### src/rtl/axi_read_arbiter.sv
`default_nettype none
// ============================================================================
// Module   : axi_read_arbiter
// Purpose  : Shares one AXI4 read channel (AR/R) between the instruction
//            fetch requester (IF, id 0) and the data memory requester
//            (DM, id 1). One burst is outstanding at a time. The winner is
//            tagged onto ARID, its R beats are routed back to it, and the
//            burst framing is checked beat by beat.
// Ports    : clk_i, reset_i          clock / synchronous active-low reset
//            <r>_req_*               burst request (valid/ready/addr/len/burst)
//            <r>_resp_*              returned beats (valid/ready/data/last/err)
//            m_axi_ar*               AXI4 read address channel (master side)
//            m_axi_r*                AXI4 read data channel (master side)
//            proto_err_o             sticky framing / RID error flag
//            <r> is "if" (instruction fetch) or "dm" (data memory).
// Revision : 1.0 - initial release
// ============================================================================
module axi_read_arbiter #(
  parameter int ID_WIDTH   = 13,
  parameter int ADDR_WIDTH = 64,
  parameter int DATA_WIDTH = 64
) (
  input  logic                  clk_i,
  input  logic                  reset_i,

  // Instruction fetch requester
  input  logic                  if_req_valid_i,
  output logic                  if_req_ready_o,
  input  logic [ADDR_WIDTH-1:0] if_req_addr_i,
  input  logic [7:0]            if_req_len_i,
  input  logic [1:0]            if_req_burst_i,
  output logic                  if_resp_valid_o,
  input  logic                  if_resp_ready_i,
  output logic [DATA_WIDTH-1:0] if_resp_data_o,
  output logic                  if_resp_last_o,
  output logic                  if_resp_err_o,

  // Data memory requester
  input  logic                  dm_req_valid_i,
  output logic                  dm_req_ready_o,
  input  logic [ADDR_WIDTH-1:0] dm_req_addr_i,
  input  logic [7:0]            dm_req_len_i,
  input  logic [1:0]            dm_req_burst_i,
  output logic                  dm_resp_valid_o,
  input  logic                  dm_resp_ready_i,
  output logic [DATA_WIDTH-1:0] dm_resp_data_o,
  output logic                  dm_resp_last_o,
  output logic                  dm_resp_err_o,

  // AXI4 read address channel
  output logic [ID_WIDTH-1:0]   m_axi_arid_o,
  output logic [ADDR_WIDTH-1:0] m_axi_araddr_o,
  output logic [7:0]            m_axi_arlen_o,
  output logic [2:0]            m_axi_arsize_o,
  output logic [1:0]            m_axi_arburst_o,
  output logic                  m_axi_arlock_o,
  output logic [3:0]            m_axi_arcache_o,
  output logic [2:0]            m_axi_arprot_o,
  output logic                  m_axi_arvalid_o,
  input  logic                  m_axi_arready_i,

  // AXI4 read data channel
  input  logic [ID_WIDTH-1:0]   m_axi_rid_i,
  input  logic [DATA_WIDTH-1:0] m_axi_rdata_i,
  input  logic [1:0]            m_axi_rresp_i,
  input  logic                  m_axi_rlast_i,
  input  logic                  m_axi_rvalid_i,
  output logic                  m_axi_rready_o,

  output logic                  proto_err_o
);

  localparam logic       REQ_IF       = 1'b0;
  localparam logic       REQ_DM       = 1'b1;
  localparam logic [2:0] C_ARSIZE     = 3'b011;   // 8-byte beats
  localparam logic [3:0] C_ARCACHE    = 4'b0011;  // normal, non-cacheable, bufferable
  localparam logic [2:0] C_ARPROT_IF  = 3'b100;   // instruction access
  localparam logic [2:0] C_ARPROT_DM  = 3'b000;   // data access

  typedef enum logic [1:0] {
    S_IDLE = 2'd0,
    S_ADDR = 2'd1,
    S_DATA = 2'd2
  } state_e;

  state_e                state_q,      state_d;
  logic                  last_grant_q, last_grant_d;
  logic                  winner_q,     winner_d;
  logic [ADDR_WIDTH-1:0] addr_q,       addr_d;
  logic [7:0]            len_q,        len_d;
  logic [1:0]            burst_q,      burst_d;
  logic [7:0]            beat_cnt_q,   beat_cnt_d;
  logic                  proto_err_q,  proto_err_d;

  logic                  any_req;
  logic                  grant;
  logic [ID_WIDTH-1:0]   exp_id;
  logic                  rready;
  logic                  beat_hs;
  logic                  rid_bad;
  logic                  last_bad;
  logic                  beat_err;
  logic                  beat_valid;

  // Round robin: on a tie the requester that did not finish the previous
  // burst wins; a lone requester always wins.
  assign any_req = if_req_valid_i | dm_req_valid_i;
  assign grant   = (if_req_valid_i && dm_req_valid_i) ? ~last_grant_q : dm_req_valid_i;

  assign exp_id  = {{(ID_WIDTH-1){1'b0}}, winner_q};

  // R channel is only ever opened in DATA, so no beat can slip in elsewhere.
  assign rready     = (state_q == S_DATA) &&
                      ((winner_q == REQ_DM) ? dm_resp_ready_i : if_resp_ready_i);
  assign beat_valid = (state_q == S_DATA) && m_axi_rvalid_i;
  assign beat_hs    = beat_valid && rready;

  // Framing: RLAST must be asserted exactly on beat index len. An early
  // RLAST and a missing RLAST both show up as a mismatch here.
  assign rid_bad  = (m_axi_rid_i != exp_id);
  assign last_bad = (m_axi_rlast_i != (beat_cnt_q == len_q));
  assign beat_err = (m_axi_rresp_i != 2'b00) || rid_bad || last_bad;

  // AR channel is driven purely from latched state, so it stays stable
  // for as long as ADDR waits on arready.
  assign m_axi_arvalid_o = (state_q == S_ADDR);
  assign m_axi_arid_o    = exp_id;
  assign m_axi_araddr_o  = addr_q;
  assign m_axi_arlen_o   = len_q;
  assign m_axi_arburst_o = burst_q;
  assign m_axi_arsize_o  = C_ARSIZE;
  assign m_axi_arlock_o  = 1'b0;
  assign m_axi_arcache_o = C_ARCACHE;
  assign m_axi_arprot_o  = (winner_q == REQ_IF) ? C_ARPROT_IF : C_ARPROT_DM;

  assign m_axi_rready_o  = rready;

  // Data and last are broadcast; only resp_valid qualifies them.
  assign if_resp_data_o  = m_axi_rdata_i;
  assign dm_resp_data_o  = m_axi_rdata_i;
  assign if_resp_last_o  = m_axi_rlast_i;
  assign dm_resp_last_o  = m_axi_rlast_i;

  assign if_resp_valid_o = beat_valid && (winner_q == REQ_IF);
  assign dm_resp_valid_o = beat_valid && (winner_q == REQ_DM);
  assign if_resp_err_o   = if_resp_valid_o && beat_err;
  assign dm_resp_err_o   = dm_resp_valid_o && beat_err;

  assign proto_err_o     = proto_err_q;

  always_comb begin
    state_d        = state_q;
    last_grant_d   = last_grant_q;
    winner_d       = winner_q;
    addr_d         = addr_q;
    len_d          = len_q;
    burst_d        = burst_q;
    beat_cnt_d     = beat_cnt_q;
    proto_err_d    = proto_err_q;
    if_req_ready_o = 1'b0;
    dm_req_ready_o = 1'b0;

    case (state_q)
      S_IDLE: begin
        if (any_req) begin
          winner_d = grant;
          if (grant == REQ_DM) begin
            addr_d         = dm_req_addr_i;
            len_d          = dm_req_len_i;
            burst_d        = dm_req_burst_i;
            dm_req_ready_o = 1'b1;
          end else begin
            addr_d         = if_req_addr_i;
            len_d          = if_req_len_i;
            burst_d        = if_req_burst_i;
            if_req_ready_o = 1'b1;
          end
          state_d = S_ADDR;
        end
      end

      S_ADDR: begin
        if (m_axi_arready_i) begin
          beat_cnt_d = 8'd0;
          state_d    = S_DATA;
        end
      end

      S_DATA: begin
        if (beat_hs) begin
          // 8-bit counter wraps naturally after the 256th beat of len=255.
          beat_cnt_d = beat_cnt_q + 8'd1;
          if (rid_bad || last_bad) begin
            proto_err_d = 1'b1;
          end
          // RLAST closes the burst even if it arrives early; after a
          // missing RLAST we simply keep accepting beats until it shows up.
          if (m_axi_rlast_i) begin
            last_grant_d = winner_q;
            state_d      = S_IDLE;
          end
        end
      end

      default: begin
        state_d = S_IDLE;
      end
    endcase

    // No grant may be signalled while the block is being held in reset.
    if (!reset_i) begin
      if_req_ready_o = 1'b0;
      dm_req_ready_o = 1'b0;
    end
  end

  always_ff @(posedge clk_i) begin
    if (!reset_i) begin
      state_q      <= S_IDLE;
      last_grant_q <= REQ_DM;  // IF wins the first tie after reset
      winner_q     <= REQ_IF;
      addr_q       <= '0;
      len_q        <= 8'd0;
      burst_q      <= 2'b00;
      beat_cnt_q   <= 8'd0;
      proto_err_q  <= 1'b0;
    end else begin
      state_q      <= state_d;
      last_grant_q <= last_grant_d;
      winner_q     <= winner_d;
      addr_q       <= addr_d;
      len_q        <= len_d;
      burst_q      <= burst_d;
      beat_cnt_q   <= beat_cnt_d;
      proto_err_q  <= proto_err_d;
    end
  end

endmodule
`default_nettype wire
### config.mk
export PLATFORM = sky130hd
export DESIGN_NAME = axi_read_arbiter
export DESIGN_NICKNAME = d
export VERILOG_FILES = /design/src/rtl/axi_read_arbiter.sv
export SDC_FILE = /design/constraint.sdc
export NUM_CORES = 1
export LEC_CHECK = 0
export ABC_AREA = 1
export BUFFER_PORTS_ARGS = -buffer_cell sky130_fd_sc_hd__buf_2
export CAP_MARGIN = 30
export CORE_AREA = 2 2 183 185
export DETAILED_ROUTE_END_ITERATION = 8
export DIE_AREA = 0 0 185 187
export GPL_TIMING_DRIVEN = 0
export HOLD_SLACK_MARGIN = 0.03
export PLACE_DENSITY_LB_ADDON = 0.15
export SLEW_MARGIN = 10
export SYNTH_ARGS = -nofsm -noshare
export SYNTH_HDL_FRONTEND = slang
export SYNTH_SLANG_ARGS = --single-unit
### constraint.sdc
create_clock -name clk_i -period 1.35 [get_ports clk_i]
set_clock_uncertainty 0.2 [all_clocks]
set_input_delay 0.135 -clock clk_i [delete_from_list [all_inputs] [get_ports clk_i]]
set_output_delay 0.135 -clock clk_i [all_outputs]
set_load 0.005 [all_outputs]
* Word level (Yosys, flattened, before mapping) *
Cells that the tools add are included.

storage, ports and cells
  logic and storage cells = 62
  output and inout port bits = 237
  bits in registers = 87

operators by class
  bitwise operators = 3
  equal/unequal tests = 9
  reductions and logical operators = 19
  add/subtract/negate cells = 1
  multiplexer cells = 22

operators by type and width
  operator                                                                  number
  64-bit 2-to-1 mux                                                         1
  8-bit 2-to-1 mux                                                          3
  8-bit case mux with 2 select lines                                        1
  13-bit by 1-bit inequality test with 1-bit output                         1
  1-bit 2-to-1 mux                                                          10
  2-bit 2-to-1 mux                                                          5
  3-bit AND reduction                                                       3
  8-bit by 1-bit adder with 8-bit output (second input constant)            1
  8-bit == test                                                             1
  1-bit logical AND                                                         8
  2-bit inequality test (second input constant)                             3
  2-bit case mux with 3 select lines                                        1
  4-bit AND reduction                                                       1
  2-bit nonzero test                                                        2
  1-bit logical OR                                                          3
  3-bit 2-to-1 mux                                                          1
  2-bit by 1-bit == test with 1-bit output (second input constant)          1
  2-bit == test (second input constant)                                     1
  2-bit logical NOT                                                         1
  2-bit by 1-bit inequality test with 1-bit output (second input constant)  1
  1-bit inverter                                                            2
  2-bit AND reduction                                                       1
  1-bit inequality test                                                     1
  1-bit OR                                                                  1

* Longest topological paths before layout *
Gate-level depths: netlist of run 1.

  depth after elaboration = 6
  mapped depth = 10
  gate-level depth less buffers = 10

* Worst setup path before layout of run 1 *
No wires, ideal clock.

  path kind = register -> register
  from = register state_q[1]
  to = register addr_q[2] (netlist: m_axi_araddr_o[2])
  cell stages (with the launch flop) = 8
  slack = -0.113 ns
  clock period less this slack = 1.463 ns
  path buffers = 1
  required time = 1.088 ns
  arrival = 1.201 ns
  library setup time = 0.062 ns
  cells stage by stage = dfxtp_1 or2_4 nor2_8 nand2_2 nor2_2 buf_4 nand2_1 nand3_1

on the way
  longest elaborated chain between the ends = 2

RTL lines
  what                                  line  text
  start, declared                       86    state_e state_q, state_d;
  start signal, assigned                228   state_q <= state_d;
  2-bit logical NOT                     163   case (state_q)
  2-bit AND reduction (no source line)  n/a
  end signal, assigned                  231   addr_q <= addr_d;
  end, declared                         89    logic [ADDR_WIDTH-1:0] addr_q, addr_d;

No other way between the ends.
A chain may end at the register's enable or synchronous reset.

* Worst setup path after layout of run 1 *
  from = register beat_cnt_q[0]
  to = output if_resp_err_o

on the way
  longest elaborated chain between the ends = 4

RTL lines
  what                    line  text
  start, declared         92    logic [7:0] beat_cnt_q, beat_cnt_d;
  start signal, assigned  234   beat_cnt_q <= beat_cnt_d;
  8-bit == test           121   assign last_bad = (m_axi_rlast_i != (beat_cnt_q == len_q));
  1-bit inequality test   121
  1-bit logical OR        122   assign beat_err = (m_axi_rresp_i != 2'b00) || rid_bad || last_bad;
  1-bit logical AND       146   assign if_resp_err_o = if_resp_valid_o && beat_err;
  end, declared           36    output logic if_resp_err_o,

No other way between the ends.

==> results of run 1 <==
-- metal layers --
| layer | vias to the layer above | wire [um] |
|---|---|---|
| met5 | - | 0 |
| met3 | 16 | 1780 |
| li1 | 3393 | - |
| met1 | 3056 | 9610 |
| met2 | 270 | 12900 |
| met4 | 0 | 329 |
-- stage by stage --
step                std cells  util, %  power (mW)  setup WS (ns)  instance area (um^2)
finish                   1791     34.4        9.11         -0.571                 11300
global route             1789     34.3        9.67         -0.715                 11300
CTS                      1772     32.5        9.05         -0.626                 10700
detailed placement       1559     23.4        5.27         -0.670                  7670
global placement         1559     23.4        5.28         -0.673                  7670
floorplan                 725        -        4.18         -0.108                  5180
-- placed cells by master (no fill, tap or decap), types with 3 or more instances in the layout --
cell type and instances:
buf_2 381, buf_4 179, nand2_1 163, dlygate4sd3_1 150, dfxtp_1 70, a31oi_1 49, o21ai_2 34, nand3_2 33
buf_6 32, nand2_2 30, conb_1 22, nor2_1 17, nand2_4 15, buf_8 13, clkbuf_16 13, dfxtp_2 13
inv_2 11, buf_12 11, inv_1 10, a21oi_2 9, nor2_4 8, clkbuf_1 7, nand3_4 6, inv_4 5
nand3_1 5, clkbuf_4 4, dfxtp_4 4, diode_2 3, nand2_8 3, xnor2_2 3, o211ai_1 3, o21ai_4 3
clkinvlp_4 3, buf_16 3
-- final timing paths --
check | startpoint | endpoint | slack (ns) | cells after the start
worst min-delay path | reset_i | beat_cnt_q[1] | 0.04 | 3
worst max register to register | state_q[1] | m_axi_araddr_o[42] | -0.46 | 10
worst max-delay path | beat_cnt_q[0] | if_resp_err_o | -0.57 | 11
worst min register to register | proto_err_o | proto_err_o | 0.27 | 2
-- logic make-up (layout without fill, tap and decap cells) --
family / after synthesis / count (layout) / share of synthesized area [%]
DFF: 87 / 87 / 34.4
other: 2 / 25 / 0.148
xor gates and xnor gates: 6 / 6 / 1.04
and+or+nand+nor: 288 / 288 / 23.9
adders and majority gates: 1 / 1 / 0.247
buffers and inverters: 214 / 829 / 28.0
AOI/OAI and AO/OA: 107 / 107 / 12.3
-- power by group through the flow --
stage | Clock, mW | Sequential, mW | Combinational (mW)
2_1_floorplan | 0 | 3.06 | 1.12
3_3_place_gp | 0 | 3.05 | 2.23
3_5_place_dp | 0 | 3.06 | 2.21
4_1_cts | 2.51 | 3.04 | 3.50
5_1_grt | 2.58 | 3.11 | 3.98
6_report | 2.38 | 3.07 | 3.66
-- what timing repair did --
item | in CTS | in global routing
resized for setup | 221 | 148
gates cloned | 10 | 0
endpoints found under the setup margin | 95 | 98
setup buffers | 41 | 29
endpoints found under the hold margin | 82 | 0
pin swaps | 39 | 46
hold buffers | 150 | 0
-- critical path, cell delays in order (launching register included) --
cell and delay, ns:
dfxtp_4 0.36, inv_4 0.05, nand2_1 0.04, nand2_1 0.06
nand2_2 0.07, nor2_1 0.10, nand2_1 0.06, nand2_1 0.07
nand3_2 0.11, o21ai_1 0.14, inv_1 0.05, buf_2 0.12
-- cell type report --
| class | count | area [um^2] | area share (%) |
|---|---|---|---|
| flip-flops and latches | 87 | 1770 | 15.7 |
| repair inverters | 1 | 16.3 | 0.144 |
| clock inverters | 3 | 22.5 | 0.200 |
| multi-input cells | 424 | 2730 | 24.2 |
| well taps | 448 | 561 | 4.97 |
| plain buffers | 184 | 1510 | 13.4 |
| diodes | 3 | 7.51 | 0.0665 |
| repair buffers | 600 | 4260 | 37.7 |
| clock buffers | 11 | 233 | 2.06 |
| inverters | 30 | 174 | 1.54 |
-- registers in the layout (all words and copies together) (netlist names) --
name,count
m_axi_arlen_o,8
state_q,2
m_axi_araddr_o,64
m_axi_arburst_o,2
winner_q,1
last_grant_q,1
beat_cnt_q,8
proto_err_o,1
==> flow_summary.toml, run 1 <==
[timing]
fmax_mhz = 521
worstMarginPinSlew_ns = 0.985
finalCritPeriodShare_pct = 142
finalSetupTns_ns = -35.24
setup_viol = 97
hold_ws_ns = 0.0395
hold_viol = 0
final-max-slew-violation-count = 0
rsz0062_at_grt = "true"
slew_headroom_pct = 34.3
period_needed_ns = 1.92
worst_slack_ns = -0.571

[cells_and_area]
nNetsFinal = 1574
drive_gt1_share_pct = 62.2
num-fill-cells = 3481
syn2layout_area_growth_pct = 123

[floorplanning]
dieArea_um2 = 34600
fp.coreArea_um2 = 32900
initial_core_util_pct = 15.4
num_rows = 67
io_pins = 473
die_x_um = 185
die_h_um = 187

[flow_run]
maxCapViolations = 0

[cts]
cts-root-buf = "clkbuf_16"
cts_tree = "yes"
cts_made_buffers = 9
clock-sinks = 87
cts_max_path_buffers = 2
cts_htree_levels = 3
path_clk_slew_ns = 0.07
clock_latency_ns = 0.36

[setup_path]
worst-endpoint-required_ns = 1.01
critPathLaunchType = "flip-flop"
path_class = "flip-flop to primary output"
arrival_ns = 1.59
end_kind = "primary output"
crit_fanout = 4

[routing]
ant_nets = 0
via_per_inst = 3.76
finalWirelength_um = 24600
first_iter_violations = 115
num_vias = 6735
dr.pass1.iters = 4
drc = 0
wl_per_cell_um = 13.7

[synthesis]
synth_cell_types = 37
ys.flop_type = "dfxtp_1"
yosysTopAreaCell = "dfxtp_1"
ys_ff_latch = 87
yosys_warnings = 0
synth_commonest_cells = "nand2_1, buf_4, dfxtp_1"
synthArstFlopShare_pct = 0
yosysSeqAreaShare_pct = 34.4
syn_inst = 705
synthTopCellsByArea = "dfxtp_1, buf_4, nand2_1, a31oi_1, nand3_1"
synth_edf_count = 0
syn_area_per_cell_um2 = 7.18
synth.most_common_cell = "nand2_1"
synth_top_area_share_pct = 34.4
syn_area_um2 = 5060

[global_routing]
busiest_layer = "met2"
antenna_found_initial = 3
met1_usage_pct = 14.9
groute.usage.overall_pct = 13.8
grt_pass1_wl_um = 36600
overflow = 0
grtUsageMet3_pct = 4.11
grt_max_degree = 14
grt_pass1_vias = 6745
grtUsageMet2_pct = 25.9

[outcome]
violations = "negative setup slack"
outcome = "complete, but fails checks"

[place]
dp_hpwl_um = 18000
port_buffers = 386
place_congestion = 0.750

[power_and_ir_drop]
p_int_mw = 6.20
p_comb_share_pct = 40.2
clkPwrFrac_pct = 26.1
seqPwrFrac_pct = 33.7
netSwitchingFraction_pct = 32.0
p_leak_nw = 5.65
power_switching_mw = 2.92
cellPowerDensity_nw_per_um2 = 807
peakVddDrop_uv = 595

[hold_path]
min_path_type = "input port to flip-flop"
Power figures use the tool's default switching activity.
==> run 2, diff against run 1 <==
- ABC_CLOCK_PERIOD_IN_PS: not set -> 1350
- REMOVE_ABC_BUFFERS: not set -> 1
==> run 2 against run 1 <==
Against the previous run: the run ends with negative hold slack, negative setup slack left; critical path depth down 2; cell count decreased by 17%; critical path type unchanged; highest routed layer is now met5; global-route usage up 5.9 points; die area stayed put; design area down 17%; first-iteration DRC count grew 110%.
==> flow_summary.toml, run 2 (same netlist as run 1, synthesis figures left out) <==
[outcome]
outcome = "complete, but fails checks"
violations = "negative hold slack, negative setup slack"

[floorplanning]
die_x_um = 185
initial_core_util_pct = 15.4
num_rows = 67
dieArea_um2 = 34600
fp.coreArea_um2 = 32900
io_pins = 473
die_h_um = 187

[place]
place_ws_ns = -1.49
dp_hpwl_um = 26000
port_buffers = 258
place_congestion = 0.828
dpl_cell_area_um2 = 5800

[timing]
worstMarginPinSlew_ns = 0.665
worst_slack_ns = -0.589
rsz0062_at_grt = "true"
finalCritPeriodShare_pct = 144
setup_viol = 96
fmax_mhz = 516
hold_viol = 28
hold_ws_ns = -0.0751
final-max-slew-violation-count = 0
period_needed_ns = 1.94
slew_headroom_pct = 55.6

[power_and_ir_drop]
peakVddDrop_uv = 575
cellPowerDensity_nw_per_um2 = 908
p_leak_nw = 4.31

[cts]
cts_hold_buf = 150
cts_max_path_buffers = 2
cts_tree = "yes"
path_clk_slew_ns = 0.07
cts_made_buffers = 9
clock_latency_ns = 0.35
cts-root-buf = "clkbuf_16"
cts_htree_levels = 3
clock-sinks = 87

[setup_path]
worst-endpoint-required_ns = 1.01
arrival_ns = 1.60
crit_fanout = 3
ff2ff_path_depth = 9
end_kind = "primary output"
critPathLaunchType = "flip-flop"
path_class = "flip-flop to primary output"

[routing]
via_per_inst = 4.01
ant_nets = 0
wl_per_cell_um = 23.7
num_vias = 5988
finalWirelength_um = 35500
dr.pass1.iters = 5
first_iter_violations = 238
drc = 0

[cells_and_area]
syn2layout_area_growth_pct = 85.2
fin_area_um2 = 9370
drive_gt1_share_pct = 50.1
fin_util_pct = 28.5
largest_reg_flops = 64
mostFrequentLayoutCells = "buf_2, nand2_1, dlygate4sd3_1"
nNetsFinal = 1279
layout_commonest_cell = "buf_2"

[global_routing]
grt_max_degree = 36
antenna_found_initial = 1
groute.usage.overall_pct = 19.7
overflow = 0
grt_pass1_vias = 5920
grt_pass1_wl_um = 46200

[hold_path]
min_path_type = "input port to flip-flop"
holdPathStages = 3

[flow_run]
maxCapViolations = 0
-- run 2: changes by cell type in the layout (fill, tap and decap cells not counted), moves of 6 or more --
| cell | previous run | this run |
|---|---|---|
| nand2_2 | 30 | 20 |
| buf_8 | 13 | 5 |
| nand3_2 | 33 | 27 |
| buf_4 | 179 | 22 |
| buf_2 | 381 | 251 |
| nand2_1 | 163 | 172 |
-- run 2: worst max-delay path, stage by stage (launching register included) --
cell and delay [ns]:
dfxtp_4 0.36, xnor2_2 0.17, nand2_2 0.10, nor2_1 0.09
nand2_1 0.06, nand2_1 0.07, nand3_2 0.09, o21ai_1 0.14
inv_1 0.06, buf_2 0.12
-- run 2: final timing paths --
check	startpoint	end	slack (ns)
min reg2reg	proto_err_o	proto_err_o	0.25
max	beat_cnt_q[3]	if_resp_err_o	-0.59
min	reset_i	m_axi_araddr_o[28]	-0.08
max reg2reg	state_q[1]	m_axi_araddr_o[49]	-0.47
-- run 2: cell type report --
| cell class | instances | area, um^2 |
|---|---|---|
| antenna | 1 | 2.50 |
| clock buffer | 12 | 246 |
| clock inverter | 3 | 20.0 |
| fill | 3649 | 23500 |
| inverter | 30 | 193 |
| multi-input combinational | 427 | 2670 |
| sequential | 87 | 1780 |
| tap | 448 | 561 |
| timing repair buffer | 478 | 3770 |
| timing repair inverter | 9 | 134 |
-- run 2: power breakdown --
group | internal (mW) | switching, mW | leakage [nW]
clock | 1.29 | 1.17 | 0.125
combinational | 1.54 | 1.45 | 3.46
sequential | 2.85 | 0.216 | 0.728
-- run 2: stage by stage --
step | instances | total power [mW] | TNS [ns] | hold slack (ns)
global route | 1495 | 9.03 | -40.21 | -0.0785
global placement | 1247 | 4.60 | -185.75 | 0.0705
CTS | 1465 | 8.30 | -32.77 | -0.0731
detailed placement | 1252 | 4.62 | -84.03 | 0.0705
finish | 1495 | 8.51 | -34.40 | -0.0751
floorplan | 541 | 3.70 | -67.46 | 0.0336
-- run 2: metal layers --
layer | up-vias | global-route usage (%) | share of wire, %
met5 | - | 3.57 | 0.36
met4 | 2 | 6.47 | 2.6
met3 | 43 | 16.6 | 18
met2 | 410 | 31.6 | 46
met1 | 2730 | 18.1 | 33
li1 | 2803 | - | -
-- run 2: repair_timing --
action                                  in CTS  in global routing
endpoints found under the setup margin      97                 97
pin swaps                                   30                 54
gates cloned                                12                  5
setup buffers                               36                 37
endpoints found under the hold margin       81                 29
resized for setup                          198                148
